===== src/rtl/op_loader.sv =====
// Serial program loader: assembles 6-byte big-endian groups into instruction
// words and writes them to instruction memory until END_OP or memory is full.
module op_loader #(
   parameter int unsigned OP_W   = 44,
   parameter int unsigned ADDR_W = 12,
   parameter logic [7:0]  END_OP = 8'hFF
) (
   input  logic              clk,
   input  logic              rst_n,
   input  logic              start,
   input  logic [7:0]        in_data,
   input  logic              in_valid,
   output logic              in_ready,
   output logic              imem_we,
   output logic [ADDR_W-1:0] imem_addr,
   output logic [OP_W-1:0]   imem_data,
   output logic              cpu_hold,
   output logic              done,
   output logic              overflow,
   output logic [ADDR_W:0]   words_loaded
);

   localparam int unsigned CNT_W = 3;
   localparam int unsigned ASM_W = 40;
   localparam int unsigned WL_W  = ADDR_W + 1;
   localparam logic [CNT_W-1:0] LAST_BYTE = CNT_W'(5);

   typedef enum logic [1:0] {IDLE, LOAD, WRITE, DONE} state_t;

   state_t              state_q, state_nxt;
   logic [ADDR_W-1:0]   addr_q, addr_nxt;
   logic [CNT_W-1:0]    cnt_q, cnt_nxt;
   logic [ASM_W-1:0]    asm_q, asm_nxt;
   logic                we_nxt, rdy_nxt, hold_nxt, done_nxt, ovf_nxt;
   logic [ADDR_W-1:0]   waddr_nxt;
   logic [OP_W-1:0]     wdata_nxt;
   logic [WL_W-1:0]     wl_nxt;

   // State and output registers
   always_ff @(posedge clk or negedge rst_n) begin
      if (!rst_n) begin
         state_q      <= IDLE;
         addr_q       <= '0;
         cnt_q        <= '0;
         asm_q        <= '0;
         in_ready     <= 1'b0;
         imem_we      <= 1'b0;
         imem_addr    <= '0;
         imem_data    <= '0;
         cpu_hold     <= 1'b0;
         done         <= 1'b0;
         overflow     <= 1'b0;
         words_loaded <= '0;
      end else begin
         state_q      <= state_nxt;
         addr_q       <= addr_nxt;
         cnt_q        <= cnt_nxt;
         asm_q        <= asm_nxt;
         in_ready     <= rdy_nxt;
         imem_we      <= we_nxt;
         imem_addr    <= waddr_nxt;
         imem_data    <= wdata_nxt;
         cpu_hold     <= hold_nxt;
         done         <= done_nxt;
         overflow     <= ovf_nxt;
         words_loaded <= wl_nxt;
      end
   end

   // Next-state and next-output logic; the write strobe is launched on the
   // 6th byte so it is visible during the WRITE cycle itself
   always_comb begin
      state_nxt = state_q;
      addr_nxt  = addr_q;
      cnt_nxt   = cnt_q;
      asm_nxt   = asm_q;
      we_nxt    = 1'b0;
      waddr_nxt = imem_addr;
      wdata_nxt = imem_data;
      done_nxt  = done;
      ovf_nxt   = overflow;
      wl_nxt    = words_loaded;

      if (start) begin
         state_nxt = LOAD;
         addr_nxt  = '0;
         cnt_nxt   = '0;
         asm_nxt   = '0;
         done_nxt  = 1'b0;
         ovf_nxt   = 1'b0;
         wl_nxt    = '0;
      end else begin
         case (state_q)
            LOAD: begin
               if (in_valid) begin
                  asm_nxt = {asm_q[ASM_W-9:0], in_data};
                  if (cnt_q == LAST_BYTE) begin
                     // Top nibble of byte 0 falls off in the truncation
                     cnt_nxt   = '0;
                     we_nxt    = 1'b1;
                     waddr_nxt = addr_q;
                     wdata_nxt = OP_W'({asm_q, in_data});
                     wl_nxt    = words_loaded + WL_W'(1);
                     state_nxt = WRITE;
                  end else begin
                     cnt_nxt = cnt_q + CNT_W'(1);
                  end
               end
            end
            WRITE: begin
               if (imem_data[OP_W-1 -: 8] == END_OP) begin
                  state_nxt = DONE;
                  done_nxt  = 1'b1;
               end else if (addr_q == {ADDR_W{1'b1}}) begin
                  state_nxt = DONE;
                  done_nxt  = 1'b1;
                  ovf_nxt   = 1'b1;
               end else begin
                  addr_nxt  = addr_q + ADDR_W'(1);
                  state_nxt = LOAD;
               end
            end
            default: ;
         endcase
      end

      rdy_nxt  = (state_nxt == LOAD);
      hold_nxt = (state_nxt == LOAD) || (state_nxt == WRITE);
   end

endmodule


===== config.mk =====
export PLATFORM = sky130hd
export DESIGN_NAME = op_loader
export DESIGN_NICKNAME = d
export VERILOG_FILES = /design/src/rtl/op_loader.sv
export SDC_FILE = /design/constraint.sdc
export NUM_CORES = 1
export LEC_CHECK = 0
export ABC_AREA = 0
export BUFFER_PORTS_ARGS = -buffer_cell sky130_fd_sc_hd__buf_2
export CAP_MARGIN = 20
export CORE_MARGIN = 5
export CORE_UTILIZATION = 40
export CTS_CLUSTER_DIAMETER = 80
export CTS_CLUSTER_SIZE = 24
export DETAILED_ROUTE_END_ITERATION = 10
export PLACE_DENSITY_LB_ADDON = 0.25
export SETUP_SLACK_MARGIN = 0.3
export SYNTH_ARGS = -nofsm -noshare
export SYNTH_HDL_FRONTEND = slang
export SYNTH_SLANG_ARGS = --single-unit

===== constraint.sdc =====
create_clock -name clk -period 1.8 [get_ports clk]
set_input_delay 0.36 -clock clk [delete_from_list [all_inputs] [get_ports clk]]
set_output_delay 0.36 -clock clk [all_outputs]
set_load 0.005 [all_outputs]

# Word level (Yosys, flattened, before mapping)
# Index checks and enable logic that the tools add are counted.
[word_totals]
ff_bits = 127
out_inout_bits = 74
[op_classes]
addsub = 3
n_eq_ne = 9
muxes = 32
bitwise = 1
reduce_logical = 13
[op_table]
columns = ["cell", "n"]
rows = [
  ["$mux 36", 3],
  ["$mux 13", 4],
  ["$mux 12", 4],
  ["$add 13x1->13 const B", 1],
  ["$add 12x1->12 const B", 1],
  ["$eq 12x12->1 const B", 1],
  ["$mux 3", 4],
  ["$mux 1", 11],
  ["$mux 2", 5],
  ["$reduce_bool 2->1", 5],
  ["$reduce_and 3->1", 3],
  ["$eq 8x8->1 const B", 1],
  ["$eq 2x1->1 const B", 2],
  ["$eq 2x2->1 const B", 2],
  ["$ne 2x2->1 const B", 2],
  ["$pmux 2 s2", 1],
  ["$reduce_and 2->1", 2],
  ["$reduce_and 4->1", 1],
  ["$add 3x1->3 const B", 1],
  ["$eq 3x3->1 const B", 1],
  ["$reduce_bool 3->1", 1],
  ["$logic_or 1x1->1", 1],
  ["$not 1->1", 1],
]

# Depth between registers and ports, before layout
[depth]
depth_word = 7
mapped_depth = 8

# Least setup slack after synthesis
# No wires, ideal clock.
[synth_timing]
kind = "register -> register"
from = "reg addr_q[0]"
to = "reg cpu_hold"
setup_time_ns = 0.113
t_arrival_ns = 1.835
t_required_ns = 1.687
slack_ns = -0.147
stages_incl_launch_ff = 9
path_cell_list = "dfrtp_1 ha_1 nand3_2 nor4_2 buf_4 o21ai_1 a221o_1 ha_1 inv_1"
[synth_between]
elab_chain_len = 7
[synth_lines]
columns = ["item", "line", "source"]
rows = [
  ["from (decl)", "31", "logic [ADDR_W-1:0] addr_q, addr_nxt;"],
  ["from (signal assigned)", "56", "addr_q <= addr_nxt;"],
  ["$eq 12x12->1 *", "114", "end else if (addr_q == {ADDR_W{1'b1}}) begin"],
  ["$mux 2 *", "114", ""],
  ["$mux 2 *", "111", "if (imem_data[OP_W-1 -: 8] == END_OP) begin"],
  ["$pmux 2 s2 *", "93", "case (state_q)"],
  ["$mux 2 *", "84", "if (start) begin"],
  ["$eq 2x1->1 / $eq 2x2->1 (equally long branches)", "128", "hold_nxt = (state_nxt == LOAD) || (state_nxt == WRITE);"],
  ["$logic_or 1x1->1 *", "128", ""],
  ["net hold_nxt", "34", "logic we_nxt, rdy_nxt, hold_nxt, done_nxt, ovf_nxt;"],
  ["to (signal assigned)", "63", "cpu_hold <= hold_nxt;"],
  ["to (decl)", "17", "output logic cpu_hold,"],
]
# The timed path passes the listed nets; every way through them passes the cells marked *.
# A chain may end at the register's enable or synchronous reset.

# Worst setup path after layout
[layout_timing]
from = "reg cnt_q[1]"
to = "reg imem_data[36]"
[layout_between]
elab_chain_len = 2
[layout_lines]
columns = ["item", "line", "source"]
rows = [
  ["from (decl)", "32", "logic [CNT_W-1:0] cnt_q, cnt_nxt;"],
  ["from (signal assigned)", "57", "cnt_q <= cnt_nxt;"],
  ["$eq 3x3->1", "97", "if (cnt_q == LAST_BYTE) begin"],
  ["$reduce_and 4->1 (no line)", "-", ""],
  ["to (signal assigned)", "62", "imem_data <= wdata_nxt;"],
  ["to (decl)", "16", "output logic [OP_W-1:0] imem_data,"],
]
# No other way between the ends.

==> run metrics <==
Rows 42; WP data arrival 2.13 ns; WL per Instance 20.0 um; power per cell area 857 nW/um2; post-synthesis cell count 460; clock sink count 127; placer congestion estimate 0.838; Post-DP HPWL 8.36 mm; setup TNS -0.172 ns; # nets final 660; Die W 125 um; DIE AREA 15,700 um2; dpl ws -0.0554 ns; first-pass GRT wire length 23.4 mm; Total Routing Usage GR 0.187; layout cell share with drive strength beyond 1 0.581; #FFs+latches synth 127; Seq/Total Area, Yosys 0.596; CP Class reg2reg; worst slew margin relative to its limit 0.611; DRC viols 0; FF-to-FF path depth 7; CP startpoint cnt_q[1]; WL final 16.7 mm; FF-to-FF Start cnt_q[1]; Synth warnings 0; Reg clk slew, reported paths 0.06 ns; initial antenna violation count 0; endpoints failing setup 19; TritonCTS buffer count 17; Yosys top cell by area dfrtp_1; Async SR Flop Fraction 1.00; worst vdd ir 0.000518 V; Achievable Freq 546 MHz; mapped cell area 5330 um2; reg2reg end imem_data[36]; violated checks setup timing; clock skew 0.0101 ns; Synth area leaders dfrtp_1 60%, mux2_2 12%, nand2_1 5.9%, a21oi_1 5.3%, ha_1 1.2%; vias 4,443; crit start category flip-flop; most used flip-flop cell after synthesis dfrtp_1; post-synth top area share 0.596; Area growth syn-to-layout 61.8%; Initial Utilization 0.406; Root Driver clkbuf_16; io pins 86; htree depth 4; Hold Path Depth 3; drt first pass iters 4; antenna cell count 0; hold crit path type in2reg; fin crit share 1.02; clk_lat worst skew 0.42 ns; synth unique cells 44; DRT iter0 DRCs 304; crit path capture type flip-flop; Post-synth EDFFs 0; Largest stage delay, worst path 0.38 ns; crit-path cells and4b_2 > nand2_4 > nor2_4 > buf_12 > buf_6 > buf_16 > mux2_4; port bufs 85; overall die height 125 um; worst setup path end imem_data[36]; CTS max path bufs 2; vias in the first global route 4,356; largest net degree at the start of global routing 83; RSZ-0062 raised after global routing yes; CP max stage cell dfrtp_1; peak fanout along the critical path 7; syn_area_per_cell 11.6 um2; max-cap violations 0; CP Data Required Time 2.10 ns; core area 13,100 um2; min Tclk post-route 1.83 ns; grt ovf 0; measured slew at the worst slew-check pin 0.584 ns; flop2flop setup slack -0.03 ns; CTS tree yes; setup slack after layout -0.0308 ns; post-route ant nets 0; Post-Synthesis Net Count 477; status complete, but fails checks; Final Hold Fails 0; Static Leakage 4.18 nW; final-report max-slew violation count 0; drt via density 5.34
==> synth_stat cells (2+ instances only) <==
cell type    n
o31ai_1      8
mux2_2      59
and2_1       2
clkbuf_8     2
nand3_2      2
nand4_1      9
or4_1        7
o21ai_1      2
or3_1        7
buf_1        3
nand2_1     84
inv_1        8
nand3_1      5
buf_6        3
nor2_1      13
buf_2        3
buf_4        4
a21oi_1     56
dfrtp_1    127
ha_1         5
nor2b_1      3
xor2_1       6
clkbuf_1    11
and4_1       2
o21ai_0      9
a221o_1      2
==> through the flow <==
stage	total power [mW]	utilization	instances	hold WS (ns)	area, um2
final	7.40	0.657	832	0.174	8630
after global routing	7.61	0.657	832	0.175	8630
after CTS	7.20	0.588	801	0.168	7730
after detailed placement	3.30	0.488	732	0.431	6400
after global placement	3.29	0.488	732	0.427	6400
after floorplan	3.13	-	460	0.0644	5610
==> cell type report <==
type,instances,area [um2]
Sequential cell,127,3180
Clock inverter,13,209
Multi-Input combinational cell,299,2740
Tap cell,176,220
Fill cell,975,4510
Clock buffer,19,453
Timing Repair Buffer,190,1800
Inverter,8,30.0
==> worst max-delay path: cells and delay by family (launching register included) <==
kind          cells  cell delay, ns
flops             1            0.38
mux               1            0.31
simple gates      3            0.60
buf+inv           3            0.40
==> placed cells by master, fill, tap and decap left out, types with 4 or more instances in the layout <==
cell / instances
dfrtp_1: 127
buf_2: 84
mux2_4: 57
nand2_1: 51
buf_4: 48
a21oi_2: 37
nand2_4: 25
buf_6: 25
clkbuf_16: 24
a21oi_1: 19
nor2_1: 12
buf_12: 11
buf_16: 10
nand4_1: 9
inv_1: 7
nand2_2: 7
o21ai_0: 5
xor2_1: 5
o31ai_1: 5
or3_1: 5
bufinv_16: 5
nand3_1: 4
or4_4: 4
buf_8: 4
==> cell families after synthesis <==
kind of cell    synth area share
compound gates            0.0849
xor+xnor                  0.0115
fa+ha+maj                 0.0117
buf+inv                   0.0354
flops                      0.596
mux                        0.125
simple gates               0.136
==> timing repair <==
action,CTS,global route
hold buffers,1,0
buffers inserted,27,20
pin swaps,23,55
cloned,9,11
endpoints found under the setup margin,86,124
resized for setup,43,133
hold endpoints to repair,50,0
==> flip-flops by register name, summed over array words and instances (netlist names) <==
register / count
cnt_q: 3
addr_q: 12
words_loaded: 13
imem_data: 44
in_ready: 1
cpu_hold: 1
imem_addr: 12
overflow: 1
state_q: 2
done: 1
imem_we: 1
asm_q: 36
==> power breakdown <==
group	leakage (nW)	internal [mW]	total [mW]	switching (mW)
sequential	1.75	2.90	2.94	0.0429
combinational	2.11	0.274	0.606	0.332
clock	0.316	2.53	3.85	1.31
total	4.18	5.71	7.40	1.69
==> metal layers <==
metal,share of wire,track usage,up-vias
met1,0.41,0.244,2273
met5,0,0,-
li1,-,-,1991
met4,0.021,0.0727,0
met3,0.052,0.0503,27
met2,0.51,0.299,152
==> worst min-delay path by stage <==
stage                          start  slack [ns]            to
after global placement         rst_n        0.43  imem_addr[4]
after CTS                 in_data[7]        0.17      asm_q[7]
after floorplan                rst_n        0.06     addr_q[0]
final                     in_data[1]        0.17      asm_q[1]
after global routing      in_data[4]        0.17      asm_q[4]
after detailed placement       rst_n        0.43  imem_addr[4]
(Power assumes the default switching activity.)
